===== src/rtl/mips_multicycle_ctrl.sv =====
// rtl/mips_multicycle_ctrl.sv - multicycle MIPS control FSM with ALU decoder
//
// Ports:
//   clk        rising-edge clock
//   reset      asynchronous active-high reset, forces state to FETCH
//   op         instruction[31:26] from IR
//   funct      instruction[5:0] from IR
//   zero       ALU zero flag, qualifies the branch PC enable
//   memwrite   memory write enable (MEMWR only)
//   iord       memory address select: 0=PC, 1=ALUOut
//   irwrite    IR load enable
//   pcen       PC load enable = pcwrite | (branch & zero)
//   regwrite   register-file write enable
//   regdst     write register select: 0=rt, 1=rd
//   memtoreg   write data select: 0=ALUOut, 1=data register
//   alusrca    ALU A select: 0=PC, 1=A
//   alusrcb    ALU B select: 00=B, 01=4, 10=signimm, 11=signimm<<2
//   pcsrc      next PC select: 00=ALUResult, 01=ALUOut, 10=jump target
//   alucontrol ALU operation
//   state      current state (debug)
`timescale 1ns/1ps
module mips_multicycle_ctrl #(
  parameter int STATE_W = 4
) (
  input  logic               clk,
  input  logic               reset,
  input  logic [5:0]         op,
  input  logic [5:0]         funct,
  input  logic               zero,
  output logic               memwrite,
  output logic               iord,
  output logic               irwrite,
  output logic               pcen,
  output logic               regwrite,
  output logic               regdst,
  output logic               memtoreg,
  output logic               alusrca,
  output logic [1:0]         alusrcb,
  output logic [1:0]         pcsrc,
  output logic [2:0]         alucontrol,
  output logic [STATE_W-1:0] state
);

  typedef enum logic [STATE_W-1:0] {
    FETCH   = STATE_W'(0),
    DECODE  = STATE_W'(1),
    MEMADR  = STATE_W'(2),
    MEMRD   = STATE_W'(3),
    MEMWB   = STATE_W'(4),
    MEMWR   = STATE_W'(5),
    EXECUTE = STATE_W'(6),
    ALUWB   = STATE_W'(7),
    BRANCH  = STATE_W'(8),
    ADDIEX  = STATE_W'(9),
    ADDIWB  = STATE_W'(10),
    JUMP    = STATE_W'(11)
  } state_t;

  localparam logic [5:0] OP_LW   = 6'b100011;
  localparam logic [5:0] OP_SW   = 6'b101011;
  localparam logic [5:0] OP_RTYP = 6'b000000;
  localparam logic [5:0] OP_BEQ  = 6'b000100;
  localparam logic [5:0] OP_ADDI = 6'b001000;
  localparam logic [5:0] OP_J    = 6'b000010;

  state_t     cur, nxt;
  logic       mw_raw, irw_raw, rw_raw, pcwrite, branch;
  logic [1:0] aluop;

  assign state = cur;

  always_ff @(posedge clk or posedge reset) begin
    if (reset) cur <= FETCH;
    else       cur <= nxt;
  end

  always_comb begin
    nxt      = FETCH;
    mw_raw   = 1'b0;
    irw_raw  = 1'b0;
    rw_raw   = 1'b0;
    pcwrite  = 1'b0;
    branch   = 1'b0;
    iord     = 1'b0;
    regdst   = 1'b0;
    memtoreg = 1'b0;
    alusrca  = 1'b0;
    alusrcb  = 2'b00;
    pcsrc    = 2'b00;
    aluop    = 2'b00;
    case (cur)
      FETCH: begin
        irw_raw = 1'b1;
        pcwrite = 1'b1;
        alusrcb = 2'b01;
        nxt     = DECODE;
      end
      DECODE: begin
        alusrcb = 2'b11;
        case (op)
          OP_LW, OP_SW: nxt = MEMADR;
          OP_RTYP:      nxt = EXECUTE;
          OP_BEQ:       nxt = BRANCH;
          OP_ADDI:      nxt = ADDIEX;
          OP_J:         nxt = JUMP;
          default:      nxt = FETCH;  // illegal op: back to fetch with no side effects
        endcase
      end
      MEMADR: begin
        alusrca = 1'b1;
        alusrcb = 2'b10;
        if (op == OP_LW)      nxt = MEMRD;
        else if (op == OP_SW) nxt = MEMWR;
        else                  nxt = FETCH;
      end
      MEMRD: begin
        iord = 1'b1;
        nxt  = MEMWB;
      end
      MEMWB: begin
        rw_raw   = 1'b1;
        memtoreg = 1'b1;
      end
      MEMWR: begin
        iord   = 1'b1;
        mw_raw = 1'b1;
      end
      EXECUTE: begin
        alusrca = 1'b1;
        aluop   = 2'b10;
        nxt     = ALUWB;
      end
      ALUWB: begin
        rw_raw = 1'b1;
        regdst = 1'b1;
      end
      BRANCH: begin
        alusrca = 1'b1;
        aluop   = 2'b01;
        pcsrc   = 2'b01;
        branch  = 1'b1;
      end
      ADDIEX: begin
        alusrca = 1'b1;
        alusrcb = 2'b10;
        nxt     = ADDIWB;
      end
      ADDIWB: begin
        rw_raw = 1'b1;
      end
      JUMP: begin
        pcsrc   = 2'b10;
        pcwrite = 1'b1;
      end
      default: nxt = FETCH;
    endcase
  end

  // Write enables are masked by reset itself so they fall in the same cycle
  // reset rises, independent of the state register settling.
  assign memwrite = mw_raw & ~reset;
  assign irwrite  = irw_raw & ~reset;
  assign regwrite = rw_raw & ~reset;
  assign pcen     = (pcwrite | (branch & zero)) & ~reset;

  always_comb begin
    alucontrol = 3'b010;
    case (aluop)
      2'b00: alucontrol = 3'b010;
      2'b01: alucontrol = 3'b110;
      2'b10: begin
        case (funct)
          6'b100000: alucontrol = 3'b010;
          6'b100010: alucontrol = 3'b110;
          6'b100100: alucontrol = 3'b000;
          6'b100101: alucontrol = 3'b001;
          6'b101010: alucontrol = 3'b111;
          default:   alucontrol = 3'b010;
        endcase
      end
      default: alucontrol = 3'b010;
    endcase
  end

endmodule

===== config.mk =====
export PLATFORM = sky130hd
export DESIGN_NAME = mips_multicycle_ctrl
export DESIGN_NICKNAME = d
export VERILOG_FILES = /design/src/rtl/mips_multicycle_ctrl.sv
export SDC_FILE = /design/constraint.sdc
export NUM_CORES = 1
export LEC_CHECK = 0
export CAP_MARGIN = 10
export CORE_UTILIZATION = 36
export CTS_CLUSTER_DIAMETER = 100
export CTS_CLUSTER_SIZE = 12
export DETAILED_ROUTE_END_ITERATION = 16
export GPL_TIMING_DRIVEN = 0
export PLACE_DENSITY = 0.77
export SLEW_MARGIN = 15
export SYNTH_ARGS = -nofsm -noshare
export SYNTH_HDL_FRONTEND = slang
export SYNTH_SLANG_ARGS = --single-unit

===== constraint.sdc =====
create_clock -name clk -period 1.97 [get_ports clk]
set_input_delay 0.2955 -clock clk [delete_from_list [all_inputs] [get_ports clk]]
set_output_delay 0.2955 -clock clk [all_outputs]
set_load 0.02 [all_outputs]

* Word level (Yosys, flattened, before mapping)
Cells that the tools add are included.
** Storage, ports and cells
- Output and inout port bits :: 19
- Memory bits (writable) :: 0
- Input port bits :: 15
- Word-level logic and storage cells :: 56
- Bits in latches :: 0
- Bits in registers :: 4
- Memories :: 0
- Bits in read-only memories :: 0
** Cells by class
- Divide/modulo/power cells :: 0
- Order comparisons :: 0
- Multiply operators :: 0
- Multiplexer cells :: 18
- Reductions and logical operators :: 8
- Equality and inequality tests :: 22
- Bitwise operators :: 7
- Add/sub/neg operators :: 0
- Shifts and indexed selects :: 0
** Operators with widths (number)
- $eq 6x6->1 const B :: 6
- $pmux 4 s6 :: 1
- $pmux 4 s5 :: 1
- $eq 4x3->1 const B :: 4
- $eq 4x4->1 const B :: 4
- $pmux 3 s4 :: 1
- $mux 1 :: 9
- $eq 4x2->1 const B :: 2
- $pmux 2 s2 :: 2
- $reduce_or 2->1 :: 4
- $eq 6x2->1 const B :: 1
- $eq 6x3->1 const B :: 1
- $eq 6x4->1 const B :: 1
- $logic_not 6->1 :: 1
- $mux 3 :: 2
- $pmux 2 s3 :: 1
- $pmux 3 s2 :: 1
- $and 1x1->1 :: 5
- $eq 4x1->1 const B :: 1
- $logic_not 4->1 :: 1
- $reduce_or 4->1 :: 1
- $reduce_or 3->1 :: 1
- $eq 2x1->1 const B :: 1
- $eq 2x2->1 const B :: 1
- other kinds (2) :: 2

* Logic depth before layout (Yosys ltp)
Gate-level depths: netlist (run 1).
- Word-level depth :: 5
- Depth in mapped cells :: 8
- Depth with buffers taken out :: 7

* Least setup slack after synthesis (run 1)
No wires, ideal clock.
- Path kind :: reg2out
- Start :: register cur[3] (netlist: state[3])
- End :: output alucontrol[2]
- Arrival :: 1.901 ns
- Path buffers :: 1
- Stages on the path, launching flop included :: 9
- Setup slack :: -0.227 ns
- Required time :: 1.674 ns
- Path through :: dfrtp_1 buf_6 and2b_2 nand3_1 inv_1 ha_1 nor4bb_1 a21oi_1 nor2_1
** On the way
- Word-level cells in the longest chain between the ends :: 4
- Elaborated cells on any way between the ends :: 6
- Classes of those cells :: 4 x eq/ne; 2 x mux
** Ends and longest elaborated chain
- from (decl) :: line 66 : state_t cur, nxt;
- from (signal assigned) :: line 74 : else cur <= nxt;
- $eq 4x4->1 or $eq 4x3->1 (tied branches) :: line 91 : case (cur)
- $pmux 2 s2 * :: line 91
- $eq 2x2->1 or $eq 2x1->1 (tied branches) :: line 168 : case (aluop)
- $pmux 3 s2 * :: line 168
- to (decl) :: line 40 : output logic [2:0] alucontrol,
Every way passes the cells marked *; elsewhere a longest branch is shown, timed or not.

* Final worst setup path (run 1)
- Start :: register cur[2] (netlist: state[2])
- End :: output alucontrol[1]
The elaborated chain is that of the path after synthesis.

==> metrics.txt, run 1 <==
MaxCap Viol Count=0; Core Util, Final=78.1%; distinct cell type count of the synthesized netlist=34; largest net degree at the start of global routing=11; top post-synthesis cells by area=dfrtp_1, buf_6, nand2b_1; sequential-to-total area share from yosys stat=17.6%; status=complete, but fails checks; RSZ-0062 raised after global routing=true; Clock transition at path regs=40 ps; final setup violation count=3; element type at the critical path end=output port; pwr dens=700 nW/µm²; Port Buffers=33; gr ovfl total=0; Tmin final=2150 ps; Num CTS Buffers=3; Async SR Flop Fraction=100%; Total GRT Usage=21.7%; Final ANT Viol Nets=0; max_slew headroom=81.8%; Leak Pwr=0.486 nW; reg2reg start=state[2]; Final Worst Setup Slack=-178 ps; die area=1740 µm²; vias post-DR=740; max FFs per register=4; clock sink count=4; number of synthesized flops with an enable pin=0; top cells by count, synth=nand2_1, nor2_1; Routed WL=1.80 mm; Hold WC Path Type=in2async; number of global-route vias before repair=712; Worst Path Max Fanout=3; Worst EP required=1670 ps; Die H=41.7 µm; Yosys warnings=0; Max Freq=466 MHz; Pre-antenna DRT Iters=4; clock root buffer=clkbuf_4; wire per inst=12.7 µm; antenna violations before repair=0; data arrival time of the worst path=1850 ps; Total Neg Setup Slack=-501 ps; Skew-Pair Late Insertion Delay=230 ps; Initial Utilization=41.1%; failing checks=negative setup slack; CTS Hold Bufs=0; CP top delay family=simple AND/OR/NAND/NOR gates; Antenna Cells=0; P&R area growth vs syn=90.1%; I/O pins=34; crit path launch=state[2]; Worst Path Buf+Inv=1; core area=1380 µm²; drc violations=0; #FFs+latches synth=4; Final Max Slew Viols=0; Layout Nets=146; vias per inst=5.21; Post-Place Worst Slack=-563 ps; share of layout cells above drive strength 1=37.8%; Synth Instances=77; total number of H-tree levels=1; total power=0.755 mW; VDD IR-drop max=0.580 mV; startpoint types=register; worst slew pin tran=271 ps; fin crit share=109%; syn nets=94; Clock Path Buffers=2; num rows=13; CP Cell Sequence=nand2b_4 -> or3_4 -> ha_4 -> a211o_1 -> buf_6; Fin. Hold Viols=0; mapped cell area=568 µm²; Yosys top cell area share=17.6%; clk_skew=1.86 ps; Crit Path Class=reg2out; global-route wire length before repair=3.06 mm; FILL cells=108; top-count cell post-synth=nand2_1; dominant synthesized flop cell=dfrtp_1; CP max-delay cell=dfrtp_2; placed cell area=941 µm²; Die Wd=41.7 µm; leading area contributor after synthesis=dfrtp_1; Final GP Congestion=0.782; DRT iter0 DRCs=22; CTS tree=done; dpl hpwl=1.35 mm; syn_area_per_cell=7.38 µm²; Max stage delay on crit path=400 ps; design area=1080 µm²
[layer usage]
layer | global-route usage [%] | vias up | share of wire [%]
met5 | 0 | - | 0
met4 | 3.87 | 0 | 0
met3 | 2.17 | 0 | 4.1
met2 | 39.4 | 24 | 52
met1 | 27.6 | 335 | 44
li1 | - | 381 | -
[timing repair]
item | in CTS | in global routing
gates cloned | 0 | 0
hold endpoints to repair | 0 | 0
resized for setup | 44 | 14
setup endpoints to repair | 13 | 6
pin swaps | 1 | 6
buffers inserted | 11 | 3
[stage by stage]
step                hold WS, ps  std cells
finish                      356        142
detailed placement          597        125
CTS                         356        139
global placement            605        125
global route                398        142
floorplan                  75.0         77
[cell families (layout without fill, tap and decap cells)]
kind of cell | after synthesis | count (layout) | synth area share [%]
buffers and inverters | 9 | 59 | 10.6
AO/OA/AOI/OAI | 18 | 18 | 20.3
flip-flops | 4 | 4 | 17.6
XOR/XNOR | 2 | 2 | 3.08
adder cells (fa/ha/maj) | 2 | 2 | 4.40
AND/OR/NAND/NOR | 42 | 42 | 44.1
[area by class of cell]
cell class / instances / area (µm²) / area share (%)
clock buffer: 3 / 22.5 / 2.09
timing repair buffer: 47 / 405 / 37.5
inverter: 5 / 18.8 / 1.74
sequential: 4 / 104 / 9.62
buffer: 4 / 45.0 / 4.17
tap: 15 / 18.8 / 1.74
multi-input combinational: 64 / 465 / 43.1
[report_power, final]
group | internal, mW | leakage (nW) | total, mW | switching (mW)
logic | 0.262 | 0.423 | 0.540 | 0.278
registers | 0.101 | 0.0484 | 0.118 | 0.0175
clock network | 0.0679 | 0.0138 | 0.0975 | 0.0296
total | 0.430 | 0.486 | 0.755 | 0.325
[worst paths after layout]
check	cells after the start	slack, ps	endpoint
max	5	-180	alucontrol[1]
min	2	360	state[1]
max reg2reg	5	640	state[1]
min reg2reg	4	760	state[3]
max in group asynchronous	2	1410	state[3]
min in group clk	4	760	state[3]
[placed cells by master (no fill, tap or decap), types with 2 or more instances in the layout]
cell type / n
nand2b_1: 4
dfrtp_2: 3
buf_6: 7
buf_4: 14
a21oi_1: 3
xor2_1: 2
nand2_1: 8
inv_1: 4
nand3_1: 4
o21ai_0: 4
dlygate4sd2_1: 5
a211oi_1: 2
clkbuf_4: 3
nor2b_1: 2
buf_2: 2
clkdlybuf4s50_1: 18
nor3_1: 4
nor2_1: 5
clkbuf_2: 4
[worst reg2reg max path, stage by stage (launching register included)]
cell and delay, ps:
dfrtp_2 400, buf_4 140, buf_6 130, nor2_1 170, nand4b_1 160, a41oi_1 240
Power figures use the tool's default switching activity.
==> inputs of run 2 (changes only) <==
CORE_UTILIZATION = 39   (was 36)
PLACE_DENSITY = 0.82   (was 0.77)
REMOVE_ABC_BUFFERS = 1   (was default)
clock period = 2.7 ns   (was 1.97 ns; I/O delays follow)
==> run 2 against run 1 <==
The run now ends clean. Clock power fell by 18%. Global-route usage rose by 0.65 points. Clock skew rose by 4.1 ps. Non-clock buffer count fell by 16. Worst hold slack improved by 86 ps. Core utilization fell by 9.7 points. Final area fell by 16%. Cell count fell by 11%. Combinational power fell by 43%. Routed wire length fell by 11%. Critical path type unchanged. Largest power group unchanged.
==> metrics.txt, run 2 (synthesis gave the netlist of run 1 again) <==
I/O pins=34; Worst Path Max Fanout=16; CTS Hold Bufs=0; Routed WL=1.59 mm; share of layout cells above drive strength 1=15.3%; num rows=13; die area=1610 µm²; startpoint types=register; P&R area growth vs syn=60.6%; multi-input logic area=414 µm²; vias post-DR=703; Max Freq=383 MHz; Total Neg Setup Slack=0 ps; total number of H-tree levels=1; total power=0.500 mW; Pre-antenna DRT Iters=4; Total GRT Usage=22.4%; number of global-route vias before repair=582; Layout Nets=130; drc violations=0; Antenna Cells=0; Fin. Hold Viols=0; data arrival time of the worst path=2210 ps; global-route wire length before repair=2.37 mm; Core Util, Final=68.4%; most common cell after layout, fill and taps aside=clkdlybuf4s50_1; design area=912 µm²; gr ovfl total=0; Crit Path Class=reg2out; Clock Path Buffers=2; WHS=442 ps; worst slew pin tran=406 ps; commonest cells after routing, fill and taps aside=clkdlybuf4s50_1, nand2_1, nor2_1; Non-Filler Instances=126; pwr dens=548 nW/µm²; FILL cells=123; Initial Utilization=42.6%; Num CTS Buffers=3; final setup violation count=0; Final Worst Setup Slack=88.4 ps; Final ANT Viol Nets=0; element type at the critical path end=output port; Skew-Pair Late Insertion Delay=250 ps; vias per inst=5.58; Final Max Slew Viols=0; Worst EP required=2300 ps; clk_skew=5.95 ps; MaxCap Viol Count=0; max_slew headroom=73.0%; Tmin final=2610 ps; CTS tree=done; Die H=40.2 µm; VDD IR-drop max=0.360 mV; DRT iter0 DRCs=23; DR WL met2=733 µm; placed cell area=876 µm²; wire per inst=12.6 µm; Leak Pwr=0.342 nW; Post-Place Worst Slack=-145 ps; Die Wd=40.2 µm; Port Buffers=33; register area=104 µm²; RSZ-0062 raised after global routing=false; Final GP Congestion=0.814; max layer used=met4; Hold WC Path Type=in2async; largest net degree at the start of global routing=17; Clock transition at path regs=40 ps; status=finished clean; dpl hpwl=1.21 mm; antenna violations before repair=0; clock sink count=4; core area=1330 µm²; met3 routed WL=157 µm; clock root buffer=clkbuf_4; DP Cell Count=121; fin crit share=96.7%; max FFs per register=4; routed length on met1=683 µm
run 2: cell types whose count changed in the layout (fill, tap and decap cells not counted), moves of 2 or more:
cell             previous run  this run
buf_2                       2         0
dlygate4sd2_1               5         1
clkdlybuf4s50_1            18        30
clkbuf_2                    4         2
ha_1                        0         2
buf_4                      14         2
buf_6                       7         0
run 2: routing by layer:
metal  up-vias  global-route usage, %
li1        347                      -
met1       320                   24.0
met2        34                   39.9
met3         2                   6.11
met4         0                   10.3
met5         -                      0
run 2: cell type report:
cell class	instances	share of cell area, %
multi-input cells	64	45.4
repair buffers	35	36.6
flip-flops and latches	4	11.4
clock buffers	3	2.47
inverters	5	2.06
well taps	15	2.06
run 2: power breakdown:
part	internal (mW)	leakage [nW]	switching (mW)
clock network	0.0501	0.0138	0.0303
logic	0.151	0.280	0.155
registers	0.0730	0.0484	0.0405
total	0.274	0.342	0.226
run 2: path summary, 6_finish.rpt:
path,start,end,slack [ps],cells past startpoint
min reg2reg,state[1],state[0],660,3
max reg2reg,state[0],state[1],1410,3
max,state[2],alucontrol[1],90,5
min in group clk,state[1],state[0],660,3
max in group asynchronous,reset,state[3],2050,2
min,reset,state[2],440,2
run 2: what timing repair did:
item | in CTS | in global routing
gates cloned | 0 | 0
setup buffers | 0 | 2
setup endpoints to repair | 3 | 2
gates resized for setup | 6 | 7
run 2: critical path: stages, from the launching register on:
cell,delay [ps]
dfrtp_2,500
nand2b_1,210
or3_1,350
ha_1,320
a211o_1,260
dlygate4sd2_1,320
